### config.mk
export PLATFORM = sky130hd
export DESIGN_NAME = key_debounce
export DESIGN_NICKNAME = d
export VERILOG_FILES = /design/src/rtl/key_debounce.sv
export SDC_FILE = /design/constraint.sdc
export NUM_CORES = 1
export LEC_CHECK = 0
export BUFFER_PORTS_ARGS = -buffer_cell sky130_fd_sc_hd__clkbuf_2
export CORE_UTILIZATION = 55
export DETAILED_ROUTE_END_ITERATION = 8
export PLACE_DENSITY = 0.72
export SLEW_MARGIN = 20
export SYNTH_ARGS = -nofsm -noshare
export SYNTH_HDL_FRONTEND = slang
export SYNTH_SLANG_ARGS = --single-unit
### constraint.sdc
create_clock -name clk -period 4.55 [get_ports clk]
set_clock_uncertainty 0.15 [all_clocks]
set_input_delay 0.91 -clock clk [delete_from_list [all_inputs] [get_ports clk]]
set_output_delay 0.91 -clock clk [all_outputs]
set_load 0.005 [all_outputs]
### src/rtl/key_debounce.sv
// Multi-channel key conditioner: 2-flop sync, polarity fix, per-channel debounce FSM.
// Press/release accepted 2+DEBOUNCE edges after capture; long pulse LONG_PRESS cycles later; no backpressure.
module key_debounce #(
  parameter int          N          = 4,
  parameter logic [31:0] DEBOUNCE   = 32'd1_000_000,
  parameter logic [31:0] LONG_PRESS = 32'd50_000_000,
  parameter bit          ACTIVE_LOW = 1'b1
) (
  input  logic         clk,
  input  logic         reset,
  input  logic [N-1:0] key_in,
  output logic [N-1:0] key_state,
  output logic [N-1:0] key_press,
  output logic [N-1:0] key_release,
  output logic [N-1:0] key_long
);

  typedef enum logic [2:0] {IDLE, DB_PRESS, PRESSED, HELD, DB_RELEASE} state_e;

  localparam logic [N-1:0] REL_LVL = {N{ACTIVE_LOW}};

  logic [N-1:0] sync1_q, sync1_d, sync2_q, sync2_d;
  logic [N-1:0] p;
  state_e       state_q [N];
  state_e       state_d [N];
  logic [31:0]  cnt_q [N];
  logic [31:0]  cnt_d [N];
  logic [N-1:0] long_flag_q, long_flag_d;
  logic [N-1:0] key_state_q, key_state_d;
  logic [N-1:0] press_q, press_d;
  logic [N-1:0] release_q, release_d;
  logic [N-1:0] long_q, long_d;

  // p = 1 means pressed regardless of pin polarity
  assign p = sync2_q ^ REL_LVL;

  always_comb begin
    sync1_d     = key_in;
    sync2_d     = sync1_q;
    long_flag_d = long_flag_q;
    key_state_d = key_state_q;
    press_d     = '0;
    release_d   = '0;
    long_d      = '0;
    for (int i = 0; i < N; i++) begin
      state_d[i] = state_q[i];
      cnt_d[i]   = cnt_q[i];
      unique case (state_q[i])
        IDLE: begin
          if (p[i]) begin
            state_d[i] = DB_PRESS;
            cnt_d[i]   = '0;
          end
        end
        DB_PRESS: begin
          if (!p[i]) begin
            state_d[i] = IDLE;
          end else if (cnt_q[i] == DEBOUNCE - 32'd1) begin
            state_d[i]     = PRESSED;
            cnt_d[i]       = '0;
            key_state_d[i] = 1'b1;
            press_d[i]     = 1'b1;
          end else begin
            cnt_d[i] = cnt_q[i] + 32'd1;
          end
        end
        PRESSED: begin
          if (!p[i]) begin
            state_d[i] = DB_RELEASE;
            cnt_d[i]   = '0;
          end else if (cnt_q[i] == LONG_PRESS - 32'd1) begin
            state_d[i]     = HELD;
            cnt_d[i]       = '0;
            long_flag_d[i] = 1'b1;
            long_d[i]      = 1'b1;
          end else begin
            cnt_d[i] = cnt_q[i] + 32'd1;
          end
        end
        HELD: begin
          if (!p[i]) begin
            state_d[i] = DB_RELEASE;
            cnt_d[i]   = '0;
          end
        end
        DB_RELEASE: begin
          // A bounce back to pressed restarts the long-press count from zero
          if (p[i]) begin
            state_d[i] = long_flag_q[i] ? HELD : PRESSED;
            cnt_d[i]   = '0;
          end else if (cnt_q[i] == DEBOUNCE - 32'd1) begin
            state_d[i]     = IDLE;
            cnt_d[i]       = '0;
            key_state_d[i] = 1'b0;
            release_d[i]   = 1'b1;
            long_flag_d[i] = 1'b0;
          end else begin
            cnt_d[i] = cnt_q[i] + 32'd1;
          end
        end
        default: begin
          state_d[i] = IDLE;
          cnt_d[i]   = '0;
        end
      endcase
    end
  end

  always_ff @(posedge clk or negedge reset) begin
    if (!reset) begin
      sync1_q     <= REL_LVL;
      sync2_q     <= REL_LVL;
      long_flag_q <= '0;
      key_state_q <= '0;
      press_q     <= '0;
      release_q   <= '0;
      long_q      <= '0;
      for (int i = 0; i < N; i++) begin
        state_q[i] <= IDLE;
        cnt_q[i]   <= '0;
      end
    end else begin
      sync1_q     <= sync1_d;
      sync2_q     <= sync2_d;
      long_flag_q <= long_flag_d;
      key_state_q <= key_state_d;
      press_q     <= press_d;
      release_q   <= release_d;
      long_q      <= long_d;
      for (int i = 0; i < N; i++) begin
        state_q[i] <= state_d[i];
        cnt_q[i]   <= cnt_d[i];
      end
    end
  end

  assign key_state   = key_state_q;
  assign key_press   = press_q;
  assign key_release = release_q;
  assign key_long    = long_q;

endmodule

==> results of run 1 <==
[stage by stage]
stage	util [%]	cells	hold WS (ps)
floorplan	-	980	195
global placement	57.7	1181	195
detailed placement	57.8	1181	197
CTS	61.6	1213	207
global route	61.7	1213	210
finish	61.7	1213	206
[cell families (layout without fill, tap and decap cells)]
logic type                 after synthesis  after routing  synth area share, %
xor gates and xnor gates               101            101                 9.94
buffers and inverters                   68             85                 3.41
AOI/OAI and AO/OA                      113            113                 8.73
adders and majority gates                5              5                0.675
and+or+nand+nor                        524            524                 29.8
muxes                                    1              1                0.126
DFF                                    168            168                 47.3
[layer usage]
metal	vias to the layer above	track usage, %
li1	3441	-
met1	3383	32.5
met2	164	37.7
met3	28	4.62
met4	0	7.13
met5	-	0
[cells in the final DEF (no fill, tap or decap), types with 17 or more instances in the layout]
| cell type | count |
|---|---|
| nor2_1 | 169 |
| clkbuf_16 | 17 |
| inv_1 | 27 |
| nand3_1 | 62 |
| nor4_1 | 23 |
| a21oi_1 | 21 |
| o21ai_0 | 27 |
| clkbuf_2 | 20 |
| nand2_1 | 75 |
| nor3_1 | 34 |
| nand4_1 | 46 |
| xor2_1 | 49 |
| and3_1 | 18 |
| dfrtp_1 | 160 |
| xnor2_1 | 52 |
[registers in the layout, indices dropped and copies added, names as in the netlist]
signal and flops:
cnt_q 128, key_long 4, key_press 4, key_release 4, key_state 4, long_flag_q 4
state_q 12, sync1_q 4, sync2_q 4
[power groups by stage]
stage	Combinational, uW	Clock, uW	Sequential, uW
2_1_floorplan	152	0	1590
3_3_place_gp	195	0	1610
3_5_place_dp	200	0	1610
4_1_cts	200	1530	1580
5_1_grt	226	1580	1590
6_report	196	1490	1580
[path summary, 6_finish.rpt]
path,startpoint,endpoint,slack [ps],depth (start not counted)
max in group asynchronous,reset,sync2_q[2],2940,2
max reg2reg,cnt_q[32],cnt_q[34],1350,7
min,sync1_q[0],sync2_q[0],210,0
max,cnt_q[32],cnt_q[34],1350,7
min reg2reg,sync1_q[0],sync2_q[0],210,0
min in group asynchronous,reset,cnt_q[12],420,1
[critical path, cell delays in order (launching register included)]
cell and delay (ps):
dfrtp_1 430, ha_1 270, nor4b_1 290, nand4_1 160
or4_1 720, a21bo_2 300, a22oi_4 590, nor2_1 120
[layout make-up]
cell class	instances	area share, %
Timing Repair Buffer	26	1.65
Tap cell	216	2.77
Multi-Input combinational cell	744	45.1
Inverter	27	1.04
Sequential cell	168	43.2
Clock inverter	7	1.19
Clock buffer	25	5.08
==> results.md, run 1 <==
- Status: completed
- Final Max Tran Viols: 0
- Max cap viols: 0
- Critical Path RT: ~4700 ps
- Mapped Cells: 980
- I/O Buffers: 21
- Clk pwr share: 45.6%
- Synth Register Bits: 168
- Final WS setup: 1350 ps
- Die Area: 0.0167 mm2
- PostCTS Resize Cnt: 0
- Hold_buf cts: 0
- Top cells by count, synth: nor2_1, dfrtp_1, nand2_1
- Post-Syn Area per Cell: 9.09 um2
- Sink Count: 168
- Clock latency on the worst-skew pair: 430 ps
- ANT cells: 0
- Pwr Density: 335 mW/mm2
- Yosys top cell area share: between 40 and 50%
- Number of global-route vias before repair: between 6000 and 7000
- Pre-antenna DRT Iters: 5
- Top-count cell post-synth: nor2_1
- Worst-Margin Slew: 1040 ps
- Synthesized net count: 990
- DRT Wirelength: 18200 um
- Setup Fix Bufs, Post-CTS: 0
- DIE WIDTH: 129 um
- Layout cells sized above 1: ~8.6%
- WL met2: 8460 um
- Worst-path fanout max: 26
- Number of flops mapped to enable cells by yosys: 0
- Post-synth top area cell: dfrtp_1
- # fillers: 1346
- Mapped cell area: 0.00890 mm2
- Final hold viol count: 0
- Pre-CTS setup slack: 1360 ps
- Dpl hpwl: around 12000 um
- Reg area: 0.00421 mm2
- Highest metal used: met4
- Global Route Usage Sum: 23.6%
- HP Class: reg -> reg
- Placer Congestion: 0.862
- CTS tree: yes
- Final instance area: 0.00976 mm2
- Clk slew on worst S/H paths: 60 ps
- Root Driver: clkbuf_16
- Main flop type after synthesis: dfrtp_1
- # nets final: 994
- Sw frac: 23.0%
- Antenna Nets Post-Route: 0
- Largest net degree at the start of global routing: 98
- Arr. time, crit path: 3330 ps
- Clock period minus worst slack: 3200 ps
- Fin crit share: 70.3%
- DRC Markers: 0
- Synth Warn #: 0
- Int Power: 2520 uW
- Peak supply drop: 291 uV
- Core ar.: about 0.016 mm2
- H-tree Lvls: 4
- Setup-failing EPs final: 0
- Global route overflow: 0
- DR iter-0 viols: around 570
- Initial antenna violation count: 0
- Rows: 46
- Die Y: 129 um
- Area of the multi-input gates: between 0.004 and 0.005 mm2
- Area Growth Syn to Fin: 9.64%
- Sequential Power Share: between 40 and 50%
- Setup tns final: 0 ps
- Register area share after synthesis: 47.3%
- WL met1: 8740 um
- Total power: between 3000 and 4000 uW
- Startpoint Class: register
- Initial core utilization: 56.3%
- Drt wl/cell: 15.0 um
- Critical path type: reg -> reg
- Library cells used by synthesis: 67
- Leakage power: 0.00410 uW
- RSZ-0062 raised after global routing: no
- Critical Path Sink Type: register
- Cts bufs inserted: 17
- Vias per cell: 5.78
- Worst rel slew slack: 29.9%
- Clock Path Buffers: 2
- Max Clock Freq: about 0.31 GHz
- Comb power frac: 6.0%
- First-pass GRT wire length: 31500 um
- Post-DP Area: 0.00914 mm2
- Sw power: 752 uW
- I/O pin total: 22
- Met3 routed WL: 734 um
- Synth top area cells: dfrtp_1, nor2_1, xnor2_1, xor2_1, nand3_1
- Routed vias: 7016
- Async set or reset register ratio after synthesis: 100%
Note: power is estimated with default switching activity, not from simulation.
==> run 2: changes to the inputs <==
Clock period 4.55 ns to 3.2 ns, I/O delays scaled along.
==> run 2 against run 1 <==
Non-clock buffer count increased by 10. Critical endpoint is now cnt_q[42]. Fmax increased by 11%. Highest routed layer unchanged. Hold slack got worse by 150 ps. First-iteration DRC count increased by 8.6%. Largest power group unchanged. Routed wire length increased by 0.91%. Critical path depth increased by 1. Clock power increased by 41%. Sequential share of layout area decreased by 0.23 points. Sequential power increased by 42%.
==> results.md, run 2 (synthesis gave the netlist of run 1 again) <==
- Comb power frac: roughly 6.3%
- Layout Utilization: 62.0%
- Critical path type: reg -> reg
- Rows: 46
- Setup Fix Bufs, Post-CTS: 0
- Startpoint Class: register
- # fillers: 1350
- Routed vias: 7044
- Area Growth Syn to Fin: 10.2%
- Pwr Density: 472 mW/mm2
- Sw power: 1070 uW
- Final hold viol count: 0
- Root Driver: clkbuf_16
- Clock Path Buffers: 2
- Most frequent cells in the layout: nor2_1, dfrtp_1, nand2_1
- Clk pwr share: 45.2%
- Core ar.: 0.0158 mm2
- Hold_buf cts: 0
- I/O pin total: 22
- Vias per cell: roughly 5.8
- Initial core utilization: 56.3%
- Worst-path fanout max: 14
- RSZ-0062 raised after global routing: no
- Clock latency on the worst-skew pair: 430 ps
- DRT Wirelength: 18400 um
- Die Area: 0.0167 mm2
- Sink Count: 168
- Final WS setup: 329 ps
- R2R depth: 8
- Layout cells sized above 1: 9.33%
- DR iter-0 viols: 616
- First-pass GRT wire length: 31500 um
- Largest regs: cnt_q x128, state_q x12
- Largest Register: cnt_q
- ANT cells: 0
- Peak supply drop: 374 uV
- Dpl hpwl: 12500 um
- Int Power: 3570 uW
- Pre-CTS setup slack: ~350 ps
- Critical R2R Capture: cnt_q[42]
- DIE WIDTH: 129 um
- Hold Slack: 52.2 ps
- PostCTS Resize Cnt: 0
- Die Y: 129 um
- Pre-antenna DRT Iters: 6
- Worst rel slew slack: 53.1%
- Cell total after placement: 1191
- Status: completed
- Clock period minus worst slack: 2870 ps
- I/O Buffers: 21
- Sw frac: 23.1%
- Max reg flops: 128
- Initial antenna violation count: 0
- Drt wl/cell: 15.0 um
- Setup tns final: 0 ps
- Arr. time, crit path: 3030 ps
- Worst-Margin Slew: 697 ps
- Max Clock Freq: between 0.3 and 0.4 GHz
- Antenna Nets Post-Route: 0
- R2R Path Start: cnt_q[32]
- Critical Path Sink Type: register
- CTS tree: yes
- Sequential Power Share: 48.5%
- DRC Markers: 0
- Cts bufs inserted: 17
- Post-route insts no fill: 1223
- Max cap viols: 0
- Most common cell after layout, fill and taps aside: nor2_1
- Clk slew on worst S/H paths: around 60 ps
- Global route overflow: 0
- Global Route Usage Sum: 23.7%
- Number of global-route vias before repair: 6594
- HP Class: in -> async
- Largest net degree at the start of global routing: 69
- Fin crit share: 89.7%
- Leakage power: 0.00414 uW
- Placer Congestion: 0.858
- Setup-failing EPs final: 0
- H-tree Lvls: 4
- Final Max Tran Viols: 0
- Critical Path RT: 3350 ps
- Reg2Reg Setup Slack: 330 ps
- # nets final: 1004
run 2: layout make-up:
type / count / area [um2] / share of cell area (%)
clock buffers: 24 / 482 / 4.91
clock inverters: 8 / 120 / 1.22
inverters: 27 / 101 / 1.03
multi-input cells: 744 / 4390 / 44.7
flip-flops and latches: 168 / 4210 / 42.9
well taps: 216 / 270 / 2.75
repair buffers: 36 / 236 / 2.41
run 2: worst max path at each step:
stage / depth (start not counted) / slack, ps / start / to
6_report: 8 / 330 / cnt_q[32] / cnt_q[42]
5_1_grt: 7 / 130 / cnt_q[32] / state_q[3]
4_1_cts: 7 / 340 / cnt_q[64] / cnt_q[91]
3_5_place_dp: 7 / 350 / cnt_q[64] / cnt_q[91]
3_3_place_gp: 7 / 410 / cnt_q[64] / cnt_q[85]
2_1_floorplan: 9 / 580 / cnt_q[32] / cnt_q[52]
run 2: stage by stage:
stage	power [uW]	area, um2
after floorplan	2470	8900
after global placement	2570	9210
after detailed placement	2580	9210
after CTS	4690	9810
after global routing	4820	9810
final	4640	9810
run 2: power by group through the flow:
| stage | registers [uW] | clock network, uW | logic, uW |
|---|---|---|---|
| global route | 2260 | 2230 | 329 |
| detailed placement | 2290 | 0 | 295 |
| global placement | 2280 | 0 | 288 |
| finish | 2250 | 2100 | 290 |
| CTS | 2250 | 2140 | 298 |
| floorplan | 2260 | 0 | 216 |
run 2: layer usage:
layer  routed length (um)  track usage, %
met1                 8900            32.4
met2                 8560            38.3
met3                  657            4.34
met4                  248            7.27
met5                    0               0
run 2: critical path: stages, from the launching register on:
cell     delay, ps
dfrtp_1        430
ha_1           250
nor4b_1        290
nand4_1        150
or4_1          700
a21bo_2        300
a22oi_4        180
buf_4          220
nor2_1          80
